===== src/rtl/uart_tx_ctrl.sv =====
// rtl/uart_tx_ctrl.sv - UART 8N1 transmit controller with TX FIFO, baud divider and register port.
// Define UART_TX_IRQ_EN to enable the registered TX-done interrupt; otherwise irq is tied low.
module uart_tx_ctrl #(
    parameter int FIFO_DEPTH = 8,
    parameter int DIV_W      = 16
) (
    input  logic        clk,
    input  logic        rst,
    input  logic        req_valid,
    input  logic        req_write,
    input  logic [7:0]  req_addr,
    input  logic [31:0] req_wdata,
    output logic [31:0] rdata,
    output logic        uart_tx,
    output logic        irq
);
    localparam int AW = $clog2(FIFO_DEPTH);
    localparam logic [AW:0] DEPTH_C = FIFO_DEPTH[AW:0];

    localparam logic [1:0] S_IDLE  = 2'd0;
    localparam logic [1:0] S_START = 2'd1;
    localparam logic [1:0] S_DATA  = 2'd2;
    localparam logic [1:0] S_STOP  = 2'd3;

    logic [1:0]       state;
    logic [DIV_W-1:0] ctrl_div;
    logic [DIV_W-1:0] div_lat;
    logic [DIV_W-1:0] baud_cnt;
    logic             tx_en;
    logic             irq_en;
    logic             ovf;
    logic [7:0]       tx_shadow;
    logic [7:0]       shift;
    logic [2:0]       bit_idx;

    logic [7:0]       mem [FIFO_DEPTH];
    logic [AW-1:0]    wr_ptr;
    logic [AW-1:0]    rd_ptr;
    logic [AW:0]      count;

    logic wr_sel, push_req, push, pop, overflow;
    logic full, empty, baud_tick, start_frame, line_next;
    logic unused_wdata;

    assign unused_wdata = ^req_wdata;

    assign wr_sel    = req_valid && req_write;
    assign push_req  = wr_sel && (req_addr == 8'h00);
    assign full      = (count == DEPTH_C);
    assign empty     = (count == '0);
    assign baud_tick = (baud_cnt == div_lat);

    // A new frame starts from IDLE or straight out of a finished STOP bit.
    assign start_frame = tx_en && !empty &&
                         ((state == S_IDLE) || ((state == S_STOP) && baud_tick));
    assign pop      = start_frame;
    assign push     = push_req && (!full || pop);
    assign overflow = push_req && full && !pop;

    always_ff @(posedge clk) begin
        if (push) begin
            mem[wr_ptr] <= req_wdata[7:0];
        end
    end

    always_ff @(posedge clk) begin
        if (rst) begin
            wr_ptr <= '0;
            rd_ptr <= '0;
            count  <= '0;
        end else begin
            if (push) wr_ptr <= wr_ptr + AW'(1);
            if (pop)  rd_ptr <= rd_ptr + AW'(1);
            if (push && !pop)      count <= count + (AW+1)'(1);
            else if (pop && !push) count <= count - (AW+1)'(1);
        end
    end

    always_ff @(posedge clk) begin
        if (rst) begin
            tx_en     <= 1'b0;
            irq_en    <= 1'b0;
            ctrl_div  <= '0;
            tx_shadow <= 8'h00;
            ovf       <= 1'b0;
        end else begin
            if (push_req) tx_shadow <= req_wdata[7:0];
            if (wr_sel && (req_addr == 8'h0C)) begin
                tx_en    <= req_wdata[0];
                irq_en   <= req_wdata[1];
                ctrl_div <= req_wdata[16 +: DIV_W];
            end
            if (overflow) begin
                ovf <= 1'b1;
            end else if (wr_sel && (req_addr == 8'h08) && req_wdata[3]) begin
                ovf <= 1'b0;
            end
        end
    end

    always_comb begin
        line_next = 1'b1;
        case (state)
            S_START: line_next = 1'b0;
            S_DATA:  line_next = shift[0];
            default: line_next = 1'b1;
        endcase
    end

    // The line register lags the state by one clock, so every bit keeps its full width.
    always_ff @(posedge clk) begin
        if (rst) begin
            state    <= S_IDLE;
            baud_cnt <= '0;
            div_lat  <= '0;
            bit_idx  <= 3'd0;
            shift    <= 8'h00;
            uart_tx  <= 1'b1;
        end else begin
            uart_tx <= line_next;
            if (start_frame) begin
                state    <= S_START;
                shift    <= mem[rd_ptr];
                div_lat  <= ctrl_div;
                baud_cnt <= '0;
                bit_idx  <= 3'd0;
            end else if (state != S_IDLE) begin
                if (baud_tick) begin
                    baud_cnt <= '0;
                    case (state)
                        S_START: state <= S_DATA;
                        S_DATA: begin
                            shift   <= shift >> 1;
                            bit_idx <= bit_idx + 3'd1;
                            if (bit_idx == 3'd7) state <= S_STOP;
                        end
                        default: state <= S_IDLE;
                    endcase
                end else begin
                    baud_cnt <= baud_cnt + DIV_W'(1);
                end
            end
        end
    end

`ifdef UART_TX_IRQ_EN
    always_ff @(posedge clk) begin
        if (rst) irq <= 1'b0;
        else     irq <= irq_en && (state == S_IDLE) && empty;
    end
`else
    assign irq = 1'b0;
`endif

    always_comb begin
        rdata = 32'h0;
        case (req_addr)
            8'h00: rdata = {24'h0, tx_shadow};
            8'h08: rdata = {20'h0, 4'(count), 4'h0, ovf, empty, full, (state != S_IDLE)};
            8'h0C: rdata = {16'(ctrl_div), 14'h0, irq_en, tx_en};
            default: rdata = 32'h0;
        endcase
    end
endmodule


===== config.mk =====
export PLATFORM = sky130hd
export DESIGN_NAME = uart_tx_ctrl
export DESIGN_NICKNAME = d
export VERILOG_FILES = /design/src/rtl/uart_tx_ctrl.sv
export SDC_FILE = /design/constraint.sdc
export NUM_CORES = 1
export LEC_CHECK = 0
export ABC_AREA = 1
export CAP_MARGIN = 20
export CORE_ASPECT_RATIO = 0.6
export CORE_MARGIN = 1.5
export CORE_UTILIZATION = 43
export DETAILED_ROUTE_END_ITERATION = 8
export PLACE_DENSITY = 0.62
export REMOVE_ABC_BUFFERS = 1
export SYNTH_ARGS = -nofsm -noshare
export SYNTH_HDL_FRONTEND = slang
export SYNTH_SLANG_ARGS = --single-unit

===== constraint.sdc =====
create_clock -name clk -period 6.71 [get_ports clk]
set_input_delay 1.0065 -clock clk [delete_from_list [all_inputs] [get_ports clk]]
set_output_delay 1.0065 -clock clk [all_outputs]
set_load 0.005 [all_outputs]

==> metrics.csv, run 1 <==
stage,metric,value,unit
floorplan,row count,35,
setup_path,CP Capture Type,primary output,
routing,1st-iter DRT viols,462,
layout,"Cell Count, Final, Fillers Out",1066,
power_and_ir_drop,leak pwr,3.03,nW
floorplan,die height,99.6,µm
timing,setup TNS,0,ps
timing,FMAX,230,MHz
setup_path,CP Max Fanout,8,
power_and_ir_drop,VDD IR max,144,µV
global_routing,total global-route track usage,20.5,%
floorplan,I/O Pins,78,
synth,"area leader, netlist",edfxtp_1,
clock_network,clk sink count,150,
placed_design,GPL Wtd Cong,0.839,
routing,drc violations,0,
global_routing,vias in the first global route,5182,
synth,Syn Std Cell Area,6680,µm²
routing,final WL,15900,µm
synth,warnings from Yosys,0,
synth,Yosys reg bits,150,
setup_path,Critical Path Start Type,primary input,
synth,Post-synth top cells,"nand2_1 (144), nor2_1 (137), dfxtp_1 (86), inv_1 (77), o21ai_0 (71)",
setup_path,crit path DAT,3350,ps
floorplan,CORE AREA,15300,µm²
placed_design,DP Worst Slack,2110,ps
routing,via count,5460,
routing,routed len/inst,14.9,µm
placed_design,dpl cells,1034,
global_routing,largest net degree at the start of global routing,40,
placed_design,Detailed Place HPWL,10900,µm
floorplan,Initial Utilization,43.7,%
floorplan,Die Width,164,µm
clock_network,CTS tree,done,
clock_network,post-CTS repair timing setup buffer count,0,
synth,share of the synthesized area in the top cell type,28.8,%
clock_network,htree depth,4,
synth,Synth cell types,40,
clock_network,CTS resizes,0,
timing,"Worst Setup Slack, final",2360,ps
run_status,outcome,finished clean,
synth,largest cells by area after synthesis,"edfxtp_1 (29%), dfxtp_1 (26%), nand2_1 (8.1%)",
timing,unrepaired setup endpoints after global routing,no,
setup_path,"setup slack, reg-to-reg",2600,ps
synth,Mean Syn Cell Area,8.41,µm²
job,max_cap viols,0,
setup_path,FF-to-FF path depth,16,
routing,First-pass DRT Iterations,5,
synth,"count leader, synth",nand2_1,
placed_design,port bufs,64,
timing,Final Critical Period,4350,ps
layout,share of layout cells above drive strength 1,7.30,%
layout,n_diodes,0,
setup_path,Critical Path RT,5700,ps
layout,fillcell total,1397,
timing,"Slew Viols, Final",0,
synth,Async SR Flop Fraction,0,%
routing,Antenna Nets Post-Route,0,
timing,clk_skew,12.3,ps
timing,final period utilization,64.9,%
global_routing,global-route wire length before repair,25700,µm
layout,Reg area,3640,µm²
worst_hold_path,Hold Path Stages,2,
routing,Vias per Instance,5.12,
clock_network,Max Root-Sink Buffers,2,
timing,Worst Tran Pin Value,1050,ps
clock_network,total CTS buffers,17,
power_and_ir_drop,pwr/cell area,263,nW/µm²
floorplan,DIE AREA,16300,µm²
layout,final net count,907,
synth,"Seq/Total Area, Yosys",54.5,%
timing,Final Hold Viols,0,
synth,Post-synth EDFFs,64,
setup_path,kind of critical path,in2out,
layout,multi-input logic area,2540,µm²
worst_hold_path,Hold Path Class,reg2reg,
timing,Worst slew margin,29.4,%
setup_path,Worst R2R Start,state[0],
global_routing,initial antenna violation count,0,
layout,Synth-to-Final Area Change,20.1,%
timing,final setup vio count,0,
clock_network,cts hold-fix bufs,0,
synth,"Primary FF master, synth",dfxtp_1,
clock_network,Worst-path clk slew,60,ps
clock_network,worst skew pair latency,420,ps
clock_network,clk root buf,clkbuf_16,
synth,cell count after synthesis,795,
global_routing,GRT Residual Overflow,0,
setup_path,Critical Path Source,req_addr[5],
worst_hold_path,worst hold start,tx_shadow[7],
metrics by stage:
step | cell area, µm² | power (W) | hold slack [ps] | utilization (%)
after detailed placement | 7430 | 0.00118 | 447 | 48.6
after floorplan | 6520 | 0.00111 | 432 | -
after CTS | 8030 | 0.00212 | 456 | 52.5
final | 8030 | 0.00211 | 452 | 52.5
after global placement | 7430 | 0.00117 | 444 | 48.6
after global routing | 8030 | 0.00219 | 487 | 52.5
logic make-up after synthesis:
family	after synthesis	synth area share (%)
flip-flops	150	54.5
adder cells (fa/ha/maj)	13	2.55
AO/OA/AOI/OAI	153	12.2
AND/OR/NAND/NOR	338	21.0
other	1	0.0561
buffers and inverters	125	7.75
XOR/XNOR	15	1.97
cell usage in the layout, fill, tap and decap left out, types with 15 or more instances in the layout:
master	synthesis	final
clkbuf_16	0	17
clkdlybuf4s50_1	0	64
nor2_1	137	137
nand3_1	31	31
a21oi_1	49	49
edfxtp_1	64	64
xor2_1	15	15
inv_1	77	77
dfxtp_1	86	86
o21ai_0	71	71
nand2_1	144	144
registers in the layout, indices dropped and copies added, names as in the netlist, named ones only:
signal and count:
mem 64, baud_cnt 16, ctrl_div 16, div_lat 16
shift 8, tx_shadow 8, count 4, bit_idx 3
rd_ptr 3, wr_ptr 3, state 2, irq_en 1
ovf 1, tx_en 1, uart_tx 1
final timing paths:
kind | to
worst max-delay path | rdata[2]
worst min register to register | tx_shadow[7]
worst max register to register | count[3]
worst min-delay path | tx_shadow[7]
metal layers:
layer	part of all wire, %	track usage (%)	wire length [µm]	vias to the layer above
li1	-	-	-	2700
met1	50	30.5	8010	2551
met2	42	30.1	6620	188
met3	6.6	4.30	1050	21
met4	1.3	5.87	204	0
met5	0	0	0	-
where the power goes:
part           switching [W]  leakage [nW]  total (W)  internal (W)
registers          0.0000132          1.27   0.000978      0.000965
logic               0.000111          1.49   0.000181     0.0000696
clock network       0.000393         0.276   0.000955      0.000563
layout make-up:
class	count	area share (%)
clock buffer	19	5.52
clock inverter	13	1.86
inverter	90	4.21
multi-input combinational	524	31.6
sequential	150	45.4
tap	203	3.16
timing repair buffer	67	8.26
worst max-delay path: stages:
cell	delay, ps
clkdlybuf4s50_1	400
nor2_1	110
nand2_1	150
nor3_2	400
nand2_1	330
o21ai_0	380
clkdlybuf4s50_1	570
Note: power is estimated with default switching activity, not from simulation.
==> run 2: changes to the inputs <==
==> constraint.sdc (replaced) <==
create_clock -name clk -period 4.1 [get_ports clk]
set_input_delay 0.615 -clock clk [delete_from_list [all_inputs] [get_ports clk]]
set_output_delay 0.615 -clock clk [all_outputs]
set_load 0.005 [all_outputs]
==> run 2 against run 1 <==
Compared with the run above:
- sequential cell count did not move
- critical endpoint is now rdata[17]
- die area did not move
- worst setup slack got worse by 1700 ps
- non-clock buffer count rose by 14
- clock skew fell by 3.9 ps
- total power rose by 65%
- clock power rose by 66%
- register-to-register slack got worse by 1800 ps
- critical path type unchanged
==> metrics.csv, run 2 (synthesis gave the netlist of run 1 again) <==
stage,metric,value,unit
run_status,outcome,finished clean,
power_and_ir_drop,pwr/cell area,428,nW/µm²
power_and_ir_drop,VDD IR max,237,µV
floorplan,Die Width,164,µm
placed_design,GPL Wtd Cong,0.840,
setup_path,kind of critical path,in2out,
global_routing,total global-route track usage,20.7,%
floorplan,CORE AREA,15300,µm²
clock_network,clk sink count,150,
clock_network,CTS resizes,0,
clock_network,post-CTS repair timing setup buffer count,0,
timing,final period utilization,83.9,%
setup_path,CP Max Fanout,16,
job,max_cap viols,0,
routing,routed len/inst,14.8,µm
floorplan,row count,35,
floorplan,Initial Utilization,43.7,%
setup_path,Critical Path RT,3480,ps
setup_path,"setup slack, reg-to-reg",760,ps
global_routing,initial antenna violation count,0,
timing,final setup vio count,0,
global_routing,GR Layer Usage met3,4.25,%
floorplan,die height,99.6,µm
timing,Final Critical Period,3440,ps
layout,"commonest non-fill, non-tap cells in the layout","nand2_1 (144), nor2_1 (137), dfxtp_1 (86), inv_1 (77), o21ai_0 (71)",
routing,drc violations,0,
power_and_ir_drop,PnR Total Power,0.00349,W
clock_network,Worst-path clk slew,60,ps
setup_path,CP Cell Sequence,"clkdlybuf4s50_1, inv_1, nor4_2, inv_1, nor2_1, clkdlybuf4s50_1",
layout,multi-input logic area,2540,µm²
timing,Worst slew margin,37.6,%
layout,register name with the most flops,mem,
clock_network,total CTS buffers,17,
layout,fillcell total,1362,
timing,FMAX,291,MHz
timing,clk_skew,8.41,ps
setup_path,Critical Path Start Type,primary input,
timing,"Worst Setup Slack, final",661,ps
placed_design,port bufs,64,
clock_network,CTS tree,done,
layout,Reg area,3640,µm²
placed_design,DP Worst Slack,481,ps
layout,max reg flops,64,
global_routing,global-route wire length before repair,25800,µm
routing,First-pass DRT Iterations,5,
timing,setup TNS,0,ps
routing,1st-iter DRT viols,369,
global_routing,largest net degree at the start of global routing,40,
setup_path,"slowest stage delay, CP",530,ps
clock_network,htree depth,4,
layout,n_diodes,0,
setup_path,CP Buf/Inv Count,4,
timing,Final Hold Viols,0,
timing,"Slew Viols, Final",0,
layout,final net count,921,
floorplan,DIE AREA,16300,µm²
power_and_ir_drop,leak pwr,3.12,nW
timing,unrepaired setup endpoints after global routing,no,
clock_network,Max Root-Sink Buffers,2,
floorplan,I/O Pins,78,
layout,Synth-to-Final Area Change,22.2,%
clock_network,cts hold-fix bufs,0,
routing,Antenna Nets Post-Route,0,
global_routing,met2 usage,30.5,%
setup_path,crit path max-delay cell type,clkdlybuf4s50_1,
layout,"most common cell after layout, fill and taps aside",nand2_1,
setup_path,cell family with most CP delay,buffers and inverters,
timing,Worst Tran Pin Value,934,ps
routing,final WL,15900,µm
routing,Vias per Instance,5.07,
placed_design,Detailed Place HPWL,11100,µm
timing,Fin Hold WS,458,ps
setup_path,crit path DAT,2820,ps
global_routing,vias in the first global route,5157,
layout,share of layout cells above drive strength 1,8.78,%
clock_network,clk root buf,clkbuf_16,
global_routing,grt met1 use,29.7,%
clock_network,worst skew pair latency,420,ps
global_routing,GRT busiest layer,met2,
worst_hold_path,Hold Path Class,reg2reg,
setup_path,CP Capture Type,primary output,
global_routing,GRT Residual Overflow,0,
routing,via count,5476,
-- run 2: through the flow --
stage          instance area, µm²  instances  utilization, %
2_1_floorplan                6520        764               -
3_5_place_dp                 7530       1047            49.3
6_report                     8160       1080            53.4
4_1_cts                      8140       1079            53.2
3_3_place_gp                 7530       1047            49.3
5_1_grt                      8160       1080            53.4
-- run 2: metal layers --
metal  routed length [µm]  share of wire [%]
met1                 8020                 50
met3                  922                5.8
met4                  259                1.6
met5                    0                  0
met2                 6740                 42
-- run 2: worst register-to-register path, stage by stage, from the launching register on --
cell	delay, ps
dfxtp_1	410
inv_2	50
nand2_1	60
nand2_1	50
nor2_1	160
nand2_1	90
nor2_2	180
nand3_2	320
nand3_2	240
nand2_1	110
inv_2	90
ha_1	190
inv_1	100
ha_1	340
nand2_1	80
nor2_1	40
a211oi_1	270
nor2_1	70
nor2_1	90
nand2_1	70
o21ai_0	140
a21oi_1	60
-- run 2: layout make-up --
type	instances	area share, %
Clock buffer	18	5.26
Clock inverter	14	2.15
Inverter	90	4.14
Multi-Input combinational cell	524	31.1
Sequential cell	150	44.6
Tap cell	203	3.11
Timing Repair Buffer	81	9.66
-- run 2: power by group --
part / switching (W) / internal [W]
clock: 0.000632 / 0.000963
combinational: 0.000181 / 0.000114
sequential: 0.0000220 / 0.00158
-- run 2: final timing paths --
kind / startpoint / endpoint / cells after the start
max reg2reg: baud_cnt[4] / count[3] / 21
min: tx_shadow[4] / tx_shadow[4] / 2
min reg2reg: tx_shadow[4] / tx_shadow[4] / 2
max: req_addr[3] / rdata[17] / 6
==> run 3: changes to the inputs <==
==> constraint.sdc (replaced) <==
create_clock -name clk -period 3.2 [get_ports clk]
set_input_delay 0.48 -clock clk [delete_from_list [all_inputs] [get_ports clk]]
set_output_delay 0.48 -clock clk [all_outputs]
set_load 0.005 [all_outputs]
==> run 3 against run 2 <==
Compared with the run above:
- non-clock buffer count is 6 higher
- routed wire length is 1.8% lower
- sequential share of layout area hardly changed
- final cell count is 0.56% higher
- sequential power is 28% higher
- clock skew hardly changed
- worst setup slack worse by 410 ps
==> metrics.csv, run 3 (synthesis gave the netlist of run 1 again) <==
stage,metric,value,unit
routing,final WL,15700,µm
routing,drc violations,0,
clock_network,CTS resizes,0,
run_status,outcome,finished clean,
clock_network,clk sink count,150,
routing,via count,5434,
layout,final net count,927,
placed_design,"Cell Area, Placed",7580,µm²
routing,1st-iter DRT viols,318,
layout,max reg flops,64,
worst_hold_path,worst hold start,tx_shadow[7],
clock_network,htree depth,4,
floorplan,Die Width,164,µm
power_and_ir_drop,Sw Pwr,0.00106,W
timing,final setup vio count,0,
layout,register name with the most flops,mem,
setup_path,Critical Path RT,2720,ps
setup_path,crit path DAT,2470,ps
timing,unrepaired setup endpoints after global routing,no,
clock_network,worst skew pair latency,410,ps
setup_path,CP Capture Type,primary output,
setup_path,Critical Path Start Type,primary input,
routing,routed len/inst,14.4,µm
placed_design,dpl cells,1054,
floorplan,CORE AREA,15300,µm²
routing,Vias per Instance,5.00,
layout,share of layout cells above drive strength 1,9.63,%
clock_network,CTS tree,done,
layout,"commonest non-fill, non-tap cells in the layout","nand2_1 (144), nor2_1 (137), dfxtp_1 (85), inv_1 (77), o21ai_0 (71)",
power_and_ir_drop,Seq pwr share,46.7,%
placed_design,port bufs,64,
routing,Antenna Nets Post-Route,0,
placed_design,Detailed Place HPWL,10900,µm
setup_path,Worst R2R Start,baud_cnt[4],
power_and_ir_drop,PnR Total Power,0.00439,W
setup_path,CP Max Fanout,16,
power_and_ir_drop,internal power,0.00333,W
timing,final period utilization,92.0,%
power_and_ir_drop,Clock Power Share,44.5,%
setup_path,"setup slack, reg-to-reg",300,ps
power_and_ir_drop,leak pwr,3.13,nW
clock_network,total CTS buffers,17,
clock_network,Max Root-Sink Buffers,2,
power_and_ir_drop,Net Sw Frac,24.2,%
timing,Worst slew margin,34.5,%
setup_path,Critical Path Source,req_addr[3],
timing,FMAX,340,MHz
clock_network,post-CTS repair timing setup buffer count,0,
timing,Final Critical Period,2950,ps
global_routing,largest net degree at the start of global routing,57,
floorplan,Initial Utilization,43.7,%
floorplan,row count,35,
power_and_ir_drop,pwr/cell area,538,nW/µm²
floorplan,die height,99.6,µm
timing,"Slew Viols, Final",0,
global_routing,global-route wire length before repair,25300,µm
worst_hold_path,Hold Path Class,reg2reg,
floorplan,I/O Pins,78,
placed_design,GPL Wtd Cong,0.788,
global_routing,total global-route track usage,20.3,%
timing,Final Hold Viols,0,
layout,"most common cell after layout, fill and taps aside",nand2_1,
timing,clk_skew,7.91,ps
clock_network,clk root buf,clkbuf_16,
layout,Synth-to-Final Area Change,22.3,%
power_and_ir_drop,VDD IR max,311,µV
floorplan,DIE AREA,16300,µm²
global_routing,GRT Residual Overflow,0,
layout,"Cell Count, Final, Fillers Out",1086,
timing,Worst Tran Pin Value,981,ps
clock_network,Worst-path clk slew,60,ps
global_routing,vias in the first global route,5004,
layout,n_diodes,0,
timing,setup TNS,0,ps
clock_network,cts hold-fix bufs,0,
layout,final cell area excluding filler cells,8170,µm²
routing,First-pass DRT Iterations,4,
layout,fillcell total,1365,
setup_path,kind of critical path,in2out,
job,max_cap viols,0,
timing,Fin Hold WS,459,ps
power_and_ir_drop,Combinational Power Share,8.8,%
global_routing,initial antenna violation count,0,
[run 3: changes by cell type in the layout (fill, tap and decap cells not counted), sizes merged]
cell and change:
clkinvlp +1, buf +6, bufinv -1
[run 3: path summary, 6_finish.rpt]
kind                            cells past startpoint           end
worst min register to register                      2  tx_shadow[7]
worst max register to register                     21      count[3]
worst min-delay path                                2  tx_shadow[7]
worst max-delay path                                6     rdata[31]
[run 3: through the flow]
step / worst slack, ps / util (%)
2_1_floorplan: -63.0 / -
3_5_place_dp: 91.5 / 49.6
6_report: 255 / 53.5
4_1_cts: 199 / 53.4
5_1_grt: 30.3 / 53.5
3_3_place_gp: 106 / 49.6
[run 3: critical path, cell delays in order]
cell	delay, ps
clkdlybuf4s50_1	540
inv_1	100
nor4_2	310
inv_1	310
nor2_1	200
clkdlybuf4s50_1	520
[run 3: layer usage]
metal | GRT usage [%] | vias to the layer above | share of wire [%]
li1 | - | 2742 | -
met1 | 29.8 | 2550 | 50
met2 | 30.7 | 131 | 43
met3 | 3.88 | 11 | 6.0
met4 | 5.31 | 0 | 0.82
met5 | 0 | - | 0
[run 3: final cells by class]
class / count / area [µm²] / area share [%]
Tap cell: 203 / 254 / 3.11
Inverter: 90 / 338 / 4.13
Sequential cell: 150 / 3640 / 44.6
Timing Repair Buffer: 87 / 813 / 9.95
Clock buffer: 18 / 429 / 5.25
Clock inverter: 14 / 153 / 1.87
Multi-Input combinational cell: 524 / 2540 / 31.1
[run 3: power by group through the flow]
stage               clock network [W]  registers (W)  logic [W]
floorplan                           0        0.00209   0.000248
global placement                    0        0.00209   0.000371
detailed placement                  0        0.00209   0.000381
CTS                           0.00199        0.00205   0.000386
global route                  0.00206        0.00206   0.000436
finish                        0.00195        0.00205   0.000387
